`config.mk`:
```
export PLATFORM = sky130hd
export DESIGN_NAME = seg7_scan_driver
export DESIGN_NICKNAME = d
export VERILOG_FILES = /design/src/rtl/seg7_pkg.sv /design/src/rtl/bcd_to_seg7.sv /design/src/rtl/seg7_scan_driver.sv
export SDC_FILE = /design/constraint.sdc
export NUM_CORES = 1
export LEC_CHECK = 0
export CELL_PAD_IN_SITES_DETAIL_PLACEMENT = 1
export CELL_PAD_IN_SITES_GLOBAL_PLACEMENT = 1
export CORE_MARGIN = 3
export CORE_UTILIZATION = 41
export CTS_CLUSTER_SIZE = 10
export DETAILED_ROUTE_END_ITERATION = 6
export PLACE_DENSITY_LB_ADDON = 0.05
export RECOVER_POWER = 50
export SYNTH_ARGS = -nofsm -noshare
export SYNTH_HDL_FRONTEND = slang
export SYNTH_SLANG_ARGS = --single-unit
export TNS_END_PERCENT = 50
```
`constraint.sdc`:
```
create_clock -name clk -period 1.9 [get_ports clk]
set_input_delay 0.38 -clock clk [delete_from_list [all_inputs] [get_ports clk]]
set_output_delay 0.38 -clock clk [all_outputs]
set_load 0.02 [all_outputs]
```
`src/rtl/seg7_pkg.sv`:
```
// -----------------------------------------------------------------------------
// seg7_pkg
// Shared definitions for the 4-digit multiplexed 7-segment display driver.
//   scan_idx_t : digit scan index, 0 = rightmost digit, 3 = leftmost digit
//   SEG_BLANK  : logical segment pattern with every segment off
//   SEG_DASH   : logical pattern shown for the non-BCD codes 10..15
//   SEG_TABLE  : 16-entry code-to-segment lookup in logical polarity.
//                Bit order is {g,f,e,d,c,b,a}, and 1 means the segment is lit.
// -----------------------------------------------------------------------------
package seg7_pkg;

    typedef logic [1:0] scan_idx_t;

    localparam logic [6:0] SEG_BLANK = 7'b000_0000;
    localparam logic [6:0] SEG_DASH  = 7'b100_0000;

    // Entry 15 is the most significant element, so the list runs 15 down to 0.
    localparam logic [15:0][6:0] SEG_TABLE = {
        SEG_DASH,      // 15
        SEG_DASH,      // 14
        SEG_DASH,      // 13
        SEG_DASH,      // 12
        SEG_DASH,      // 11
        SEG_DASH,      // 10
        7'b110_1111,   // 9
        7'b111_1111,   // 8
        7'b000_0111,   // 7
        7'b111_1101,   // 6
        7'b110_1101,   // 5
        7'b110_0110,   // 4
        7'b100_1111,   // 3
        7'b101_1011,   // 2
        7'b000_0110,   // 1
        7'b011_1111    // 0
    };

endpackage

```
`src/rtl/bcd_to_seg7.sv`:
```
// -----------------------------------------------------------------------------
// bcd_to_seg7
// Combinational BCD-to-segment decoder. The output is in logical polarity.
//   code_i : 4-bit digit code. Codes 10..15 decode to a dash.
//   seg_o  : segment pattern {g,f,e,d,c,b,a}, where 1 means lit.
// -----------------------------------------------------------------------------
module bcd_to_seg7
    import seg7_pkg::*;
(
    input  logic [3:0] code_i,
    output logic [6:0] seg_o
);

    assign seg_o = SEG_TABLE[code_i];

endmodule

```
`src/rtl/seg7_scan_driver.sv`:
```
// -----------------------------------------------------------------------------
// seg7_scan_driver
// Time-multiplexed 4-digit 7-segment display driver.
//
// A load strobe captures the four BCD digits into a shadow register. The shadow
// register is copied into the display register only when the scan wraps from
// digit 3 to digit 0. As a result, each frame always shows one consistent
// snapshot.
//
// Parameters
//   SCAN_DIV   : number of clock cycles each digit stays lit (2 .. 2**20)
//   DP_POS     : scan index whose decimal point is lit
//   ACTIVE_LOW : when nonzero, an, seg and dp are driven low-active
//
// Ports
//   clk                 : system clock
//   rst                 : asynchronous, active-high reset
//   load                : one-cycle strobe that samples the digit inputs
//   ones                : BCD digit for scan index 3 (leftmost)
//   tenths              : BCD digit for scan index 2
//   hundreths           : BCD digit for scan index 1
//   thousandths         : BCD digit for scan index 0 (rightmost)
//   an[3:0]             : digit enables. an[i] selects scan index i.
//   seg[6:0]            : segments {g,f,e,d,c,b,a}
//   dp                  : decimal point
//   frame               : one-cycle pulse when the scan wraps from 3 to 0
//
// Build option
//   SEG7_LZ_BLANK_EN : when defined, leading-zero blanking is enabled.
//                      A digit at an index above DP_POS is blanked when that
//                      digit and every higher digit are zero.
// -----------------------------------------------------------------------------
module seg7_scan_driver
    import seg7_pkg::*;
#(
    parameter int SCAN_DIV   = 50000,
    parameter int DP_POS     = 3,
    parameter int ACTIVE_LOW = 1
) (
    input  logic       clk,
    input  logic       rst,
    input  logic       load,
    input  logic [3:0] ones,
    input  logic [3:0] tenths,
    input  logic [3:0] hundreths,
    input  logic [3:0] thousandths,
    output logic [3:0] an,
    output logic [6:0] seg,
    output logic       dp,
    output logic       frame
);

    localparam int            PW       = $clog2(SCAN_DIV);
    localparam logic [PW-1:0] PCNT_MAX = PW'(SCAN_DIV - 1);
    localparam scan_idx_t     DP_IDX   = scan_idx_t'(DP_POS);
    localparam logic          POL_INV  = (ACTIVE_LOW != 0);

    // "Off" levels at the pins for each output group.
    localparam logic [3:0]    AN_OFF   = {4{POL_INV}};
    localparam logic [6:0]    SEG_OFF  = {7{POL_INV}};

    // ---------------------------------------------------------------- state
    logic [15:0]   shadow_q,  shadow_d;
    logic          pending_q, pending_d;
    logic [15:0]   disp_q,    disp_d;
    logic [PW-1:0] pcnt_q,    pcnt_d;
    scan_idx_t     idx_q,     idx_d;
    logic [3:0]    an_q,      an_d;
    logic [6:0]    seg_q,     seg_d;
    logic          dp_q,      dp_d;
    logic          frame_q,   frame_d;

    logic          pcnt_wrap;
    logic          frame_wrap;
    logic [15:0]   sample;

    assign pcnt_wrap  = (pcnt_q == PCNT_MAX);
    assign frame_wrap = pcnt_wrap && (idx_q == 2'd3);
    assign sample     = {ones, tenths, hundreths, thousandths};

    // ------------------------------------------------------- digit select
    logic [3:0] digit [4];
    logic [3:0] cur_digit;
    logic [6:0] seg_logic;
    logic       blank;

    for (genvar gi = 0; gi < 4; gi++) begin : g_digit
        assign digit[gi] = disp_q[gi*4 +: 4];
    end

    assign cur_digit = digit[idx_q];

    bcd_to_seg7 u_dec (
        .code_i (cur_digit),
        .seg_o  (seg_logic)
    );

`ifdef SEG7_LZ_BLANK_EN
    // lz_chain[i] is set when digit i and every digit above it are zero.
    // Index 0 is never blanked because DP_POS is always at least 0, so the
    // chain does not need an entry for index 0.
    logic [3:1] lz_chain;
    logic [3:0] blank_en;

    assign lz_chain[3] = (digit[3] == 4'd0);
    for (genvar gi = 1; gi < 3; gi++) begin : g_lz
        assign lz_chain[gi] = lz_chain[gi+1] && (digit[gi] == 4'd0);
    end

    // The position of DP_POS is fixed when the design is built. Because of
    // this, the decision of which indices may blank is made here at elaboration
    // time.
    for (genvar gi = 0; gi < 4; gi++) begin : g_blank
        if (gi > DP_POS) begin : g_on
            assign blank_en[gi] = lz_chain[gi];
        end else begin : g_off
            assign blank_en[gi] = 1'b0;
        end
    end

    assign blank = blank_en[idx_q];
`else
    assign blank = 1'b0;
`endif

    // ----------------------------------------------------------- next state
    always_comb begin
        pcnt_d    = pcnt_wrap ? '0 : pcnt_q + 1'b1;
        idx_d     = pcnt_wrap ? idx_q + 2'd1 : idx_q;

        // On a load that coincides with a frame boundary, the transfer uses
        // the old shadow value. The new sample remains pending for the next
        // frame.
        shadow_d  = load ? sample : shadow_q;
        disp_d    = (frame_wrap && pending_q) ? shadow_q : disp_q;
        pending_d = load ? 1'b1 : (frame_wrap ? 1'b0 : pending_q);

        // The pin outputs reflect the current idx and disp values, one cycle
        // later.
        an_d      = (4'b0001 << idx_q) ^ AN_OFF;
        seg_d     = (blank ? SEG_BLANK : seg_logic) ^ SEG_OFF;
        dp_d      = ((idx_q == DP_IDX) && !blank) ^ POL_INV;
        frame_d   = frame_wrap;
    end

    always_ff @(posedge clk or posedge rst) begin
        if (rst) begin
            shadow_q  <= '0;
            pending_q <= 1'b0;
            disp_q    <= '0;
            pcnt_q    <= '0;
            idx_q     <= '0;
            an_q      <= AN_OFF;
            seg_q     <= SEG_OFF;
            dp_q      <= POL_INV;
            frame_q   <= 1'b0;
        end else begin
            shadow_q  <= shadow_d;
            pending_q <= pending_d;
            disp_q    <= disp_d;
            pcnt_q    <= pcnt_d;
            idx_q     <= idx_d;
            an_q      <= an_d;
            seg_q     <= seg_d;
            dp_q      <= dp_d;
            frame_q   <= frame_d;
        end
    end

    assign an    = an_q;
    assign seg   = seg_q;
    assign dp    = dp_q;
    assign frame = frame_q;

endmodule

```
# After elaboration in Yosys (flattened, before gate mapping)
# Memories as Yosys holds them, arrays and structs flattened.
# Cells that the tools add are included.
[op_classes] addsub=2 magnitude_cmp=2 eq_ne=2 shifts=1 n_mux=7 bitwise_logic=4 reduce_logical=3
[ops] op="adder 16 x 1 -> 16 bit (second input constant)" n=1
[ops] op="== test 16 bit (second input constant)" n=1
[ops] op="two-way mux 16 bit" n=1
[ops] op="binary-select mux 4 bit (select 2 bit)" n=1
[ops] op="two-way mux 4 bit" n=2
[ops] op="two-way mux 7 bit" n=1
[ops] op="NOT 7 bit" n=1
[ops] op="< comparator 4 x 5 -> 1 bit (second input constant)" n=1
[ops] op="NOT 4 bit" n=1
[ops] op="left shift 1 x 2 -> 4 bit (first input constant)" n=1
[ops] op="greater-or-equal comparator 3 bit (second input constant)" n=1
[ops] op="NOT 2 -> 3 bit" n=1
[ops] op="adder 2 x 1 -> 2 bit (second input constant)" n=1
[ops] op="== test 2 bit (second input constant)" n=1
[ops] op="logical AND 1 bit" n=2
[ops] op="two-way mux 1 bit" n=2
[ops] op="nonzero test 2 bit" n=1
[ops] op="NOT 1 bit" n=1
[word_totals] reg_bits=64 romBits=112 input_bits=19 out_inout_bits=13 word_cells=31 mem_count=1
[mem_list] memory="(name not given)" depth=16 width=7 rd=1 rd_ports_with_merged_regs=0 wr=0 line="bcd_to_seg7.sv:14" rtl="assign seg_o = SEG_TABLE[code_i];"

# Depth between registers and ports, before layout
# Gate-level depths: netlist (run 1).
[logic_depth] ltp_word=7 mapped_depth=8 mapped_depth_nobuf=7

# Hierarchy
# From an unflattened synthesis (run 1), not the netlist that was laid out.
[unflattened] hier_cells=212 hier_area_um2=2803.9
[modules_own_cells] mod="seg7_scan_driver" instances=1 cells_per_inst=183 area_per_inst_um2=2576.2 seq_area_each_um2=1590.3
[modules_own_cells] mod="bcd_to_seg7" instances=1 cells_per_inst=29 area_per_inst_um2=227.7 seq_area_each_um2=0.0

# Worst setup path before layout (run 1)
# OpenSTA, ideal clock, no wires.
[synth_path] path_kind="reg2reg" startpoint="reg pcnt_q[4]" endpoint="reg disp_q[10]" setup_time_ns=0.127 t_arrival_ns=1.961 required_ns=1.773 slack_ns=-0.189 path_stages_with_launch=7 path_buffers=2 period_less_slack_ns=2.089 cell_sequence="dfrtp_1 or4b_1 nor4_2 and3_1 buf_4 buf_6 mux2_1"
[synth_via] elab_chain_len=3
[synth_lines] element="from (decl)" line="seg7_scan_driver.sv:66" rtl="logic [PW-1:0] pcnt_q, pcnt_d;"
[synth_lines] element="from (signal assigned)" line="seg7_scan_driver.sv:161" rtl="pcnt_q <= pcnt_d;"
[synth_lines] element="== test 16 bit" line="seg7_scan_driver.sv:77" rtl="assign pcnt_wrap = (pcnt_q == PCNT_MAX);"
[synth_lines] element="logical AND 1 bit" line="seg7_scan_driver.sv:78" rtl="assign frame_wrap = pcnt_wrap && (idx_q == 2'd3);"
[synth_lines] element="logical AND 1 bit" line="seg7_scan_driver.sv:135" rtl="disp_d = (frame_wrap && pending_q) ? shadow_q : disp_q;"
[synth_lines] element="to (signal assigned)" line="seg7_scan_driver.sv:160" rtl="disp_q <= disp_d;"
[synth_lines] element="to (decl)" line="seg7_scan_driver.sv:65" rtl="logic [15:0] disp_q, disp_d;"
# No other way between the ends.
# A chain may end at the register's enable or synchronous reset.

# Worst setup path in the final report (run 1)
[layout_path] startpoint="reg pcnt_q[5]" endpoint="reg disp_q[5]"
# Same word-level chain as after synthesis.

==> out/qor.yml, run 1 <==
clk_latency_ns: 0.33
dp_cells: 327
slew_headroom: 0.446
final_area_mm2: 0.00365
drive_gt1_frac: 0.352
clockBufferDepth: 2
finalMaxSlewViolations: 0
yosys_register_bits: 63
clkSinkCount: 63
crit_required_ns: 2.12
coreArea_mm2: 0.00642
r2r_end: "disp_q[5]"
power_density_mw_per_mm2: 775
maxCapViolCount: 0
placementRows: 29
critPathLaunch: "pcnt_q[5]"
dp_hpwl_mm: 4.13
setup_viol: 17
io_buffers: 31
grt_pass1_vias: 1898
cp_top_family: "simple AND/OR/NAND/NOR gates"
max_stage_delay_ns: 0.56
critPathMaxFanout: 8
drt_wl_total_mm: 5.90
failed_checks: "setup timing"
timing.final.crit_share: 1.07
status: "finished, violations left"
timing.fmax_ghz: 0.490
final_nets: 296
power.leakage_nw: 1.63
io_pins: 32
arrival_ns: 2.26
grt_overflow: 0
period_minus_slack_ns: 2.04
cts_root_buffer: "clkbuf_8"
rsz0062_at_grt: "yes"
grt_max_degree: 64
timing.final.ws_setup_ns: -0.141
slowest_stage: "or4bb_4"
synth-edff-count: 0
worstHoldStart: "pcnt_q[13]"
yosysTopAreaCellShare: 0.475
drcViolationCount: 0
post_synth_num_cell_types: 35
ys_seq_area_frac: 0.580
critical_path.endpoint_type: "flip-flop"
start_util: 0.427
routabilityCongestion: 0.817
yosys-top-cells-area: "dfrtp_1, dfstp_2, mux2_2"
worstHoldPathType: "flip-flop to flip-flop"
power_w: 0.00283
netlist_instances: 207
h-tree-depth: 3
hold_buffers: 0
async_flop_share: 1.00
r2r_setup_slack_ns: -0.14
num_vias: 1789
yosys_warnings: 0
worstSetupPathType: "flip-flop to flip-flop"
numCtsBuffers: 9
path_buf_inv: 1
first_pass_iters: 4
antenna_found_initial: 0
min_path_cells: 1
wl_per_cell_um: 17.0
yosys-top-cells-count: "dfrtp_1, mux2_2, mux2_1"
grt_usage: 0.171
drtAntennaViolNets: 0
die_y_um: 87.8
synth_top_cell_by_area: "dfrtp_1"
fillers: 635
ir_drop_mv: 0.458
clk_pin_slew_ns: 0.07
grt_pass1_wl_mm: 9.75
cp_cell_sequence: "or4bb_4, nor4_4, and3_4, buf_12, mux2_4"
worstSetupStartpointType: "flip-flop"
tightest_slew_ns: 0.831
post_dp_cell_area_mm2: 0.00328
drt-initial-drc-count: 81
final_cells: 347
avgSynthCellArea_um2: 13.2
tritoncts: "done"
synth_most_common_cell: "dfrtp_1"
area_growth_pct: 33.2
n_antenna_cell: 0
die-width_um: 87.8
die_area_mm2: 0.00770
netlist_area_mm2: 0.00274
reg2reg_from: "pcnt_q[5]"
holdPathEnd: "pcnt_q[13]"
hold_viol: 0
rr_worst_depth: 5
post_drt_via_cell_ratio: 5.16
fin_skew_ns: 0.00501
syn_nets: 237
synth_flop_cell: "dfrtp_1"
-- stage by stage --
stage	TNS, ns	worst slack, ns	hold WS, ns	util
floorplan	-1.95	-0.174	0.452	-
global placement	-1.44	-0.0938	0.465	0.511
detailed placement	-2.47	-0.173	0.480	0.511
finish	-2.10	-0.141	0.500	0.568
CTS	-2.03	-0.136	0.493	0.566
global route	-3.51	-0.225	0.521	0.568
-- cells in the final DEF, fill, tap and decap left out, types with 11 or more instances in the layout --
cell type	n
dfrtp_1	51
clkdlybuf4s50_1	30
buf_4	20
mux2_4	17
mux2_2	16
inv_1	13
nand2_1	12
clkbuf_8	12
nor2_1	11
ha_1	11
dfstp_2	11
-- flip-flops by register name (all words and copies together), names as in the netlist --
signal	count
pcnt_q	16
pending_q	1
seg	7
frame	1
disp_q	16
shadow_q	16
idx_q	2
an	4
-- worst max path at each step --
stage,cells after the start,end
floorplan,6,disp_q[2]
global placement,5,disp_q[4]
detailed placement,5,disp_q[12]
CTS,5,disp_q[5]
global route,5,disp_q[5]
finish,5,disp_q[5]
-- layout make-up --
type	count	area [µm²]	area share
clock inverters	3	65.1	0.0178
repair buffers	55	531	0.145
clock buffers	12	165	0.0453
well taps	77	96.3	0.0264
inverters	14	56.3	0.0154
flip-flops and latches	63	1590	0.436
multi-input cells	123	1140	0.314
-- report_power, final --
part           leakage [nW]  switching (W)  internal (W)  total (W)
Sequential            0.783      0.0000223       0.00138    0.00140
Combinational         0.733      0.0000453     0.0000659   0.000111
Clock                 0.118       0.000482      0.000837    0.00132
Total                  1.63       0.000549       0.00228    0.00283
-- repair_timing --
action | 4_1_cts | 5_1_grt
buffers inserted | 3 | 1
endpoints found under the setup margin | 17 | 20
gates resized for setup | 18 | 7
pin swaps | 3 | 3
gates cloned | 1 | 0
-- cells by family after synthesis --
logic type | count (synthesis) | synth area share
DFF | 63 | 0.580
and+or+nand+nor | 50 | 0.0959
muxes | 38 | 0.172
buffers and inverters | 21 | 0.0347
xor gates and xnor gates | 13 | 0.0416
AOI/OAI and AO/OA | 11 | 0.0251
adders and majority gates | 11 | 0.0502
-- metal layers --
layer | GRT usage | vias to the layer above | wire (µm)
met4 | 0.0656 | 0 | 66
met3 | 0.0508 | 5 | 236
met1 | 0.205 | 911 | 2520
li1 | - | 830 | -
met2 | 0.288 | 43 | 3070
met5 | 0 | - | 0
No activity file was read; power rests on OpenSTA's default activity.
==> run 2: changes to the inputs <==
--- a/config.mk
+++ b/config.mk
@@ -5,6 +5,7 @@
 export SDC_FILE = /design/constraint.sdc
 export NUM_CORES = 1
 export LEC_CHECK = 0
+export CAP_MARGIN = 0
 export CELL_PAD_IN_SITES_DETAIL_PLACEMENT = 1
 export CELL_PAD_IN_SITES_GLOBAL_PLACEMENT = 1
 export CORE_MARGIN = 3
==> results of run 2 <==
Final layout, timing and power as in run 1 (identical DEF).
